[src/rtl/pipelined_cla_adder_pkg.sv]
// Shared constants and helpers for the pipelined carry-lookahead adder.
// Group geometry (4-bit groups, at most 4 groups) and the legal-width check live here.
package pipelined_cla_adder_pkg;

    localparam int CLA_GROUP_BITS = 4;
    localparam int CLA_MAX_GROUPS = 4;

    // Group generate/propagate pair produced by one 4-bit lookahead group
    typedef struct packed {
        logic gg;
        logic pg;
    } group_gp_t;

    // Width must be a whole number of groups and fit in one level-2 unit
    function automatic bit cla_width_legal(input int width);
        return (width >= CLA_GROUP_BITS) &&
               (width % CLA_GROUP_BITS == 0) &&
               (width <= CLA_GROUP_BITS * CLA_MAX_GROUPS);
    endfunction

    // Group G*/P* from four bit-level g/p pairs
    function automatic group_gp_t group_gp(input logic [3:0] g, input logic [3:0] p);
        group_gp_t r;
        r.gg = g[3] | (p[3] & g[2]) | (p[3] & p[2] & g[1]) | (p[3] & p[2] & p[1] & g[0]);
        r.pg = &p;
        return r;
    endfunction

endpackage

[src/rtl/pipelined_cla_adder_if.sv]
// Operand/result handshake bundle for pipelined_cla_adder.
// The ovf signal exists only when CLA_OVF_EN is defined.
interface pipelined_cla_adder_if #(parameter int WIDTH = 16);

    logic             in_valid;
    logic             in_ready;
    logic [WIDTH-1:0] a;
    logic [WIDTH-1:0] b;
    logic             cin;
    logic             out_valid;
    logic             out_ready;
    logic [WIDTH-1:0] sum;
    logic             cout;
`ifdef CLA_OVF_EN
    logic             ovf;

    modport master (output in_valid, a, b, cin, out_ready,
                    input  in_ready, out_valid, sum, cout, ovf);
    modport slave  (input  in_valid, a, b, cin, out_ready,
                    output in_ready, out_valid, sum, cout, ovf);
`else
    modport master (output in_valid, a, b, cin, out_ready,
                    input  in_ready, out_valid, sum, cout);
    modport slave  (input  in_valid, a, b, cin, out_ready,
                    output in_ready, out_valid, sum, cout);
`endif

endinterface

[src/rtl/pipelined_cla_adder_cla_group4.sv]
// 4-bit carry-lookahead group: bit g/p plus carry-in -> carries into each bit, group G*/P*.
// Used both for intra-group carries and as the level-2 unit over group G*/P*.
module pipelined_cla_adder_cla_group4
    import pipelined_cla_adder_pkg::*;
(
    input  logic [3:0] g_i,
    input  logic [3:0] p_i,
    input  logic       c_i,
    output logic [3:0] c_o,     // c_o[k] = carry into position k (c_o[0] = c_i)
    output logic       gg_o,
    output logic       pg_o
);

    group_gp_t gp;

    assign c_o[0] = c_i;
    assign c_o[1] = g_i[0] | (p_i[0] & c_i);
    assign c_o[2] = g_i[1] | (p_i[1] & g_i[0]) | (p_i[1] & p_i[0] & c_i);
    assign c_o[3] = g_i[2] | (p_i[2] & g_i[1]) | (p_i[2] & p_i[1] & g_i[0]) |
                    (p_i[2] & p_i[1] & p_i[0] & c_i);

    assign gp   = group_gp(g_i, p_i);
    assign gg_o = gp.gg;
    assign pg_o = gp.pg;

endmodule

[src/rtl/pipelined_cla_adder.sv]
// Two-stage pipelined carry-lookahead adder with valid/ready on both sides.
// S1 registers bit g/p, cin and group G*/P*; S2 resolves carries and registers sum/cout.
// Define CLA_OVF_EN to add the registered signed-overflow output.
module pipelined_cla_adder
    import pipelined_cla_adder_pkg::*;
#(
    parameter int WIDTH = 16
)
(
    input  logic                  clk,
    input  logic                  rst,
    pipelined_cla_adder_if.slave  bus
);

    localparam int NUM_GROUPS = WIDTH / CLA_GROUP_BITS;

    if (!cla_width_legal(WIDTH)) begin : g_bad_width
        $error("pipelined_cla_adder: WIDTH must be 4, 8, 12 or 16");
    end

    // Handshake
    logic v1_q, v1_d;
    logic out_valid_q, out_valid_d;
    logic adv2, in_ready, accept;

    assign adv2     = v1_q & (~out_valid_q | bus.out_ready);
    assign in_ready = ~v1_q | adv2;
    assign accept   = bus.in_valid & in_ready;
    assign v1_d        = accept | (v1_q & ~adv2);
    assign out_valid_d = adv2 | (out_valid_q & ~bus.out_ready);

    // Stage 1 next values
    logic [WIDTH-1:0]      g_d, p_d;
    logic [NUM_GROUPS-1:0] gg_d, pg_d;

    assign g_d = bus.a & bus.b;
    assign p_d = bus.a ^ bus.b;

    for (genvar gi = 0; gi < NUM_GROUPS; gi++) begin : g_s1_group
        group_gp_t gp;
        assign gp        = group_gp(g_d[4*gi +: 4], p_d[4*gi +: 4]);
        assign gg_d[gi]  = gp.gg;
        assign pg_d[gi]  = gp.pg;
    end

    // Stage 1 registers
    logic [WIDTH-1:0]      g_q, p_q;
    logic [NUM_GROUPS-1:0] gg_q, pg_q;
    logic                  cin_q;

    // S1: capture operands' g/p and group G*/P* only on accept
    always_ff @(posedge clk or posedge rst) begin
        if (rst) begin
            v1_q  <= 1'b0;
            g_q   <= '0;
            p_q   <= '0;
            gg_q  <= '0;
            pg_q  <= '0;
            cin_q <= 1'b0;
        end else begin
            v1_q <= v1_d;
            if (accept) begin
                g_q   <= g_d;
                p_q   <= p_d;
                gg_q  <= gg_d;
                pg_q  <= pg_d;
                cin_q <= bus.cin;
            end
        end
    end

    // Stage 2: level-2 lookahead over group G*/P*; absent groups are tied off
    logic [3:0] gg_pad, pg_pad;
    logic [3:0] grp_c;
    logic [4:0] grp_c_ext;
    logic       l2_gg, l2_pg;

    for (genvar gi = 0; gi < CLA_MAX_GROUPS; gi++) begin : g_pad
        if (gi < NUM_GROUPS) begin : g_used
            assign gg_pad[gi] = gg_q[gi];
            assign pg_pad[gi] = pg_q[gi];
        end else begin : g_tied
            assign gg_pad[gi] = 1'b0;
            assign pg_pad[gi] = 1'b0;
        end
    end

    pipelined_cla_adder_cla_group4 u_level2 (
        .g_i  (gg_pad),
        .p_i  (pg_pad),
        .c_i  (cin_q),
        .c_o  (grp_c),
        .gg_o (l2_gg),
        .pg_o (l2_pg)
    );

    // Carry into "group NUM_GROUPS" is the adder's carry-out
    assign grp_c_ext = {l2_gg | (l2_pg & cin_q), grp_c};

    logic [WIDTH-1:0] bit_c;
    logic [WIDTH-1:0] sum_d;
    logic             cout_d;

    for (genvar gi = 0; gi < NUM_GROUPS; gi++) begin : g_s2_group
        logic unused_gg, unused_pg;
        pipelined_cla_adder_cla_group4 u_group (
            .g_i  (g_q[4*gi +: 4]),
            .p_i  (p_q[4*gi +: 4]),
            .c_i  (grp_c_ext[gi]),
            .c_o  (bit_c[4*gi +: 4]),
            .gg_o (unused_gg),
            .pg_o (unused_pg)
        );
    end

    assign sum_d  = p_q ^ bit_c;
    assign cout_d = grp_c_ext[NUM_GROUPS];

    logic [WIDTH-1:0] sum_q;
    logic             cout_q;

    // S2 output registers: load on advance, hold while the consumer stalls
    always_ff @(posedge clk or posedge rst) begin
        if (rst) begin
            out_valid_q <= 1'b0;
            sum_q       <= '0;
            cout_q      <= 1'b0;
        end else begin
            out_valid_q <= out_valid_d;
            if (adv2) begin
                sum_q  <= sum_d;
                cout_q <= cout_d;
            end
        end
    end

`ifdef CLA_OVF_EN
    logic ovf_q;

    // Signed overflow: carry into MSB differs from carry out of MSB
    always_ff @(posedge clk or posedge rst) begin
        if (rst) begin
            ovf_q <= 1'b0;
        end else if (adv2) begin
            ovf_q <= bit_c[WIDTH-1] ^ cout_d;
        end
    end

    assign bus.ovf = ovf_q;
`endif

    assign bus.in_ready  = in_ready;
    assign bus.out_valid = out_valid_q;
    assign bus.sum       = sum_q;
    assign bus.cout      = cout_q;

endmodule
[src/flat_wrapper.sv]
// flat-port wrapper written by rule: the top's interface ports become plain ports
module pipelined_cla_adder_flat import pipelined_cla_adder_pkg::*;
#(
    parameter int WIDTH = 16
)
  (clk, rst, bus_in_valid, bus_a, bus_b, bus_cin, bus_out_ready, bus_in_ready, bus_out_valid, bus_sum, bus_cout);
  pipelined_cla_adder_if #(.WIDTH(WIDTH)) bus_i ();
  input  logic clk;
  input  logic rst;
  input wire logic [$bits(bus_i.in_valid)-1:0] bus_in_valid;
  input wire logic [$bits(bus_i.a)-1:0] bus_a;
  input wire logic [$bits(bus_i.b)-1:0] bus_b;
  input wire logic [$bits(bus_i.cin)-1:0] bus_cin;
  input wire logic [$bits(bus_i.out_ready)-1:0] bus_out_ready;
  output wire logic [$bits(bus_i.in_ready)-1:0] bus_in_ready;
  output wire logic [$bits(bus_i.out_valid)-1:0] bus_out_valid;
  output wire logic [$bits(bus_i.sum)-1:0] bus_sum;
  output wire logic [$bits(bus_i.cout)-1:0] bus_cout;
  assign bus_i.in_valid = bus_in_valid;
  assign bus_i.a = bus_a;
  assign bus_i.b = bus_b;
  assign bus_i.cin = bus_cin;
  assign bus_i.out_ready = bus_out_ready;
  assign bus_in_ready = bus_i.in_ready;
  assign bus_out_valid = bus_i.out_valid;
  assign bus_sum = bus_i.sum;
  assign bus_cout = bus_i.cout;
  pipelined_cla_adder #(.WIDTH(WIDTH)) u_core (.clk(clk), .rst(rst), .bus(bus_i));
endmodule
[config.mk]
export PLATFORM = sky130hd
export DESIGN_NAME = pipelined_cla_adder_flat
export DESIGN_NICKNAME = d
export VERILOG_FILES = /design/src/rtl/pipelined_cla_adder_pkg.sv /design/src/rtl/pipelined_cla_adder_if.sv /design/src/rtl/pipelined_cla_adder_cla_group4.sv /design/src/rtl/pipelined_cla_adder.sv /design/src/flat_wrapper.sv
export SDC_FILE = /design/constraint.sdc
export NUM_CORES = 1
export LEC_CHECK = 0
export BUFFER_PORTS_ARGS = -buffer_cell sky130_fd_sc_hd__buf_2
export CORE_MARGIN = 10
export CORE_UTILIZATION = 40
export DETAILED_ROUTE_END_ITERATION = 8
export PLACE_DENSITY_LB_ADDON = 0.12
export SYNTH_ARGS = -nofsm -noshare
export SYNTH_HDL_FRONTEND = slang
export SYNTH_SLANG_ARGS = --single-unit
[constraint.sdc]
create_clock -name clk -period 2.1 [get_ports clk]
set_input_delay 0.21 -clock clk [delete_from_list [all_inputs] [get_ports clk]]
set_output_delay 0.21 -clock clk [all_outputs]
set_load 0.01 [all_outputs]
Word-level counts from Yosys, hierarchy flattened
Index checks and enable logic that the tools add are counted.

Flip-flop bits (word level): 59. Input port bits: 37. Output and inout port bits: 19.

Bitwise gates (word level): 132. Reductions and logical operators: 5.

Operators by type and width (count): AND 1 bit (75); bitwise OR 1 bit (50); bitwise XOR 16 bit (2); AND reduction 4 bit (5); AND 16 bit (1); inverter 1 bit (4).

Logic depth before layout (Yosys ltp)
Depth after elaboration: 7. Gate-level depth with buffers: 7. Gate-level depth less buffers: 7.

By module
From an unflattened synthesis, not the netlist that was laid out.

Cells, all modules: 238. Area, all modules: 3234.4 sq um.

By module, submodules not included: pipelined_cla_adder (times used 1, cells each 188, area an instance 2902.8 sq um, seq. area each 1501.4 sq um); pipelined_cla_adder_cla_group4 (times used 5, cells each 10, area an instance 66.3 sq um, seq. area each 0.0 sq um).

Worst setup path before layout
OpenSTA, ideal clock, no wires.

Kind: reg2reg. From: register u_core.pg_q[0], in the netlist u_core.pg_pad[0]. To: register u_core.sum_q[13], in the netlist u_core.bus.sum[13]. Library setup time: 135 ps. Arrival: 1399 ps. Required time: 1965 ps. Path slack: 566 ps. Cell stages (with the launch flop): 8. Buffers on the path: 0. Clock period less this slack: 1534 ps. Cell sequence: dfrtp_1 -> a211oi_2 -> o21ba_1 -> inv_1 -> ha_1 -> nor2_1 -> xor2_1 -> o21ai_0.

Longest elaborated chain between the ends: 6.

RTL lines: start: declaration (RTL line pipelined_cla_adder.sv:48) `logic [NUM_GROUPS-1:0] gg_q, pg_q;`; start signal: assignment (RTL line pipelined_cla_adder.sv:66) `pg_q <= pg_d;`; AND 1 bit (2 in series) (RTL line pipelined_cla_adder_cla_group4.sv:20) `(p_i[2] & p_i[1] & p_i[0] & c_i);`; bitwise OR 1 bit (RTL line pipelined_cla_adder_cla_group4.sv:19) `assign c_o[3] = g_i[2] | (p_i[2] & g_i[1]) | (p_i[2] & p_i[1] & g_i[0]) |`; AND 1 bit (RTL line pipelined_cla_adder_cla_group4.sv:17) `assign c_o[1] = g_i[0] | (p_i[0] & c_i);`; bitwise OR 1 bit (RTL line pipelined_cla_adder_cla_group4.sv:17); bitwise XOR 16 bit (RTL line pipelined_cla_adder.sv:116) `assign sum_d = p_q ^ bit_c;`; end signal: assignment (RTL line pipelined_cla_adder.sv:131) `sum_q <= sum_d;`; end: declaration (RTL line pipelined_cla_adder.sv:119) `logic [WIDTH-1:0] sum_q;`.

No other way between the ends. A chain may end at the register's enable or synchronous reset.

Final worst setup path
Ends and elaborated chain as after synthesis.

==> results.ini <==
[clock_tree]
htreeDepth = 2
clock-root-buffer = clkbuf_8
clk_pin_slew_ns = 0.10
insertion_delay_ns = 0.31
cts_buffer_depth = 2
clkSinkCount = 56
cts_buffers = 5
cts_tree = done

[synth]
synthTopCellsByArea = dfrtp_1 (50%), mux2_2 (12%), ha_1 (8.9%), nand2_1 (3.9%), o21ai_0 (3.4%)
yosysTopAreaCellShare = 0.496
synth_most_common_cell = dfrtp_1
synthFlopType = dfrtp_1
ys_warn_count = 0
syn_area_per_cell_um2 = 11.4
yosysUniqueCellTypes = 41
async_reset_ff_frac = 1.00
synthesis.instances = 248
ys_ff_latch = 56
synth_top_cell_by_area = dfrtp_1
yosysSeqAreaShare = 0.496
yosys-top-cells-count = dfrtp_1 (56), mux2_2 (29), nand2_1 (29)
synth_edf_count = 0
syn_area_mm2 = 0.00283
synth_nets = 305

[sta]
setup-violations-final = 0
fin_crit_ns = 1.72
rsz0062_at_grt = false
finalMaxSlewViolations = 0
fin_skew_ns = 0.0142
worst_pin_slew_ns = 0.536
fin_ws_ns = 0.381
hold_viol = 0
fin_crit_sh = 0.818
fmax_ghz = 0.582
max_slew_margin = 0.642
setup_tns_ns = 0

[finish]
area_growth_pct = 17.2
final_nets = 363
regArea_mm2 = 0.00140
final.fill_count = 696
layout-drive-gt1-share = 0.337
final_cell_area_mm2 = 0.00331
multi_input_area_mm2 = 0.00134
fin_cells = 402
n_antenna_cell = 0

[power_and_ir_drop]
finalPower_mw = 2.89
ir_worst_vdd_uv = 613
power-per-cell-area_mw_per_mm2 = 871
p_leak_nw = 1.65

[grt]
grt_overflow = 0
grt_usage = 0.113
grt_pass1_wl_mm = 10.3
grt_max_degree = 46
grt_pass1_vias = 2105
antenna_found_initial = 0

[job]
cap_violations = 0

[worst_hold_path]
holdCritPathClass = input pin to flip-flop

[detailed_routing]
wl_mm = 6.02
vias_per_cell = 5.02
wl_per_cell_um = 15.0
drtPass1Iterations = 4
ant_nets = 0
first_iter_violations = 56
drc = 0
vias = 2017

[placement]
placed_cell_area_mm2 = 0.00321
place_congestion = 0.715
dp.cells = 394
place_ws_ns = 0.415
hpwl_mm = 4.51
io_buffer_count = 55

[critical_path]
arrival_ns = 1.89
cp-end-kind = flip-flop
crit_type = flip-flop to flip-flop
critPathRequiredTime_ns = 2.27
crit_path_max_fanout = 4
worstSetupStartpointType = flip-flop

[die]
die_h_um = 104
die_area_mm2 = 0.0108
die_x_um = 104
core_region_area_mm2 = 0.00683
ios = 56
initial_core_util = 0.414
fp-row-count = 30

[outcome]
status = complete, no violations

## logic make-up after synthesis
kind of cell	synth area share
and+or+nand+nor	0.113
AOI/OAI and AO/OA	0.132
DFF	0.496
muxes	0.126
adders and majority gates	0.0886
buffers and inverters	0.0283
xor gates and xnor gates	0.0155
## through the flow
| stage | util | hold WS [ns] |
|---|---|---|
| after global placement | 0.470 | 0.290 |
| final | 0.485 | 0.130 |
| after detailed placement | 0.470 | 0.298 |
| after global routing | 0.485 | 0.116 |
| after floorplan | - | 0.318 |
| after CTS | 0.485 | 0.119 |
## final timing paths
kind	start	to	slack [ns]	depth (start not counted)
worst max-delay path	u_core.pg_pad[0]	u_core.bus.sum[13]	0.38	7
min in group asynchronous	rst	u_core.bus.sum[7]	0.48	3
max in group asynchronous	rst	u_core.g_q[12]	0.99	4
worst max register to register	u_core.pg_pad[0]	u_core.bus.sum[13]	0.38	7
worst min register to register	u_core.bus.sum[4]	u_core.bus.sum[4]	0.48	2
worst min-delay path	bus_in_valid	u_core.v1_q	0.13	2
## final cells by class
class / instances / share of cell area
clock inverter: 1 / 0.00265
inverter: 7 / 0.00794
sequential: 56 / 0.423
tap: 96 / 0.0363
clock buffer: 6 / 0.0249
timing repair buffer: 60 / 0.0990
multi-input combinational: 176 / 0.406
## report_power, final
part,internal (mW),switching [mW]
combinational,0.390,0.406
clock,0.264,0.345
sequential,1.31,0.172
total,1.96,0.924
## critical path, stage by stage (launching register included)
cell and delay, ns:
dfrtp_1 0.41, a211oi_2 0.35, o21ba_1 0.24, inv_1 0.07
ha_1 0.19, nor2_1 0.11, xor2_1 0.15, o21ai_0 0.08
## routing by layer
metal	track usage	wire length [um]	vias up
met5	0	0	-
met4	0.0328	59	0
met3	0.0328	253	5
met2	0.176	2790	34
met1	0.147	2920	972
li1	-	-	1006
## flip-flops by register name, indices dropped and copies added, names as in the netlist
register / flops
u_core.bus.out_valid: 1
u_core.v1_q: 1
u_core.g_q: 12
u_core.bus.cout: 1
u_core.cin_q: 1
u_core.bus.sum: 16
u_core.pg_pad: 4
u_core.gg_pad: 4
u_core.p_q: 16
## cell usage in the layout, fill, tap and decap left out, types with 2 or more instances in the layout
| master | synthesis | routed |
|---|---|---|
| dfrtp_1 | 56 | 56 |
| buf_2 | 4 | 55 |
| mux2_2 | 29 | 29 |
| nand2_1 | 29 | 29 |
| ha_1 | 20 | 20 |
| o21ai_0 | 19 | 19 |
| a21o_1 | 12 | 12 |
| a21oi_1 | 10 | 10 |
| nor2_1 | 7 | 7 |
| inv_1 | 7 | 6 |
| clkbuf_8 | 0 | 6 |
| nand4_1 | 5 | 5 |
| nand3_1 | 5 | 5 |
| xor2_1 | 4 | 4 |
| or4_1 | 4 | 4 |
| a211oi_1 | 3 | 3 |
| o2111ai_1 | 3 | 3 |
| mux2i_1 | 3 | 3 |
| buf_4 | 2 | 3 |
| nor2b_1 | 2 | 2 |
| o21ai_1 | 2 | 2 |
## timing repair
action / 4_1_cts / 5_1_grt
gates resized for setup: 0 / 0
endpoints found under the hold margin: 24 / 0
setup buffers: 0 / 0
setup endpoints to repair: 0 / 0
hold buffers: 1 / 0
Power figures use the tool's default switching activity.
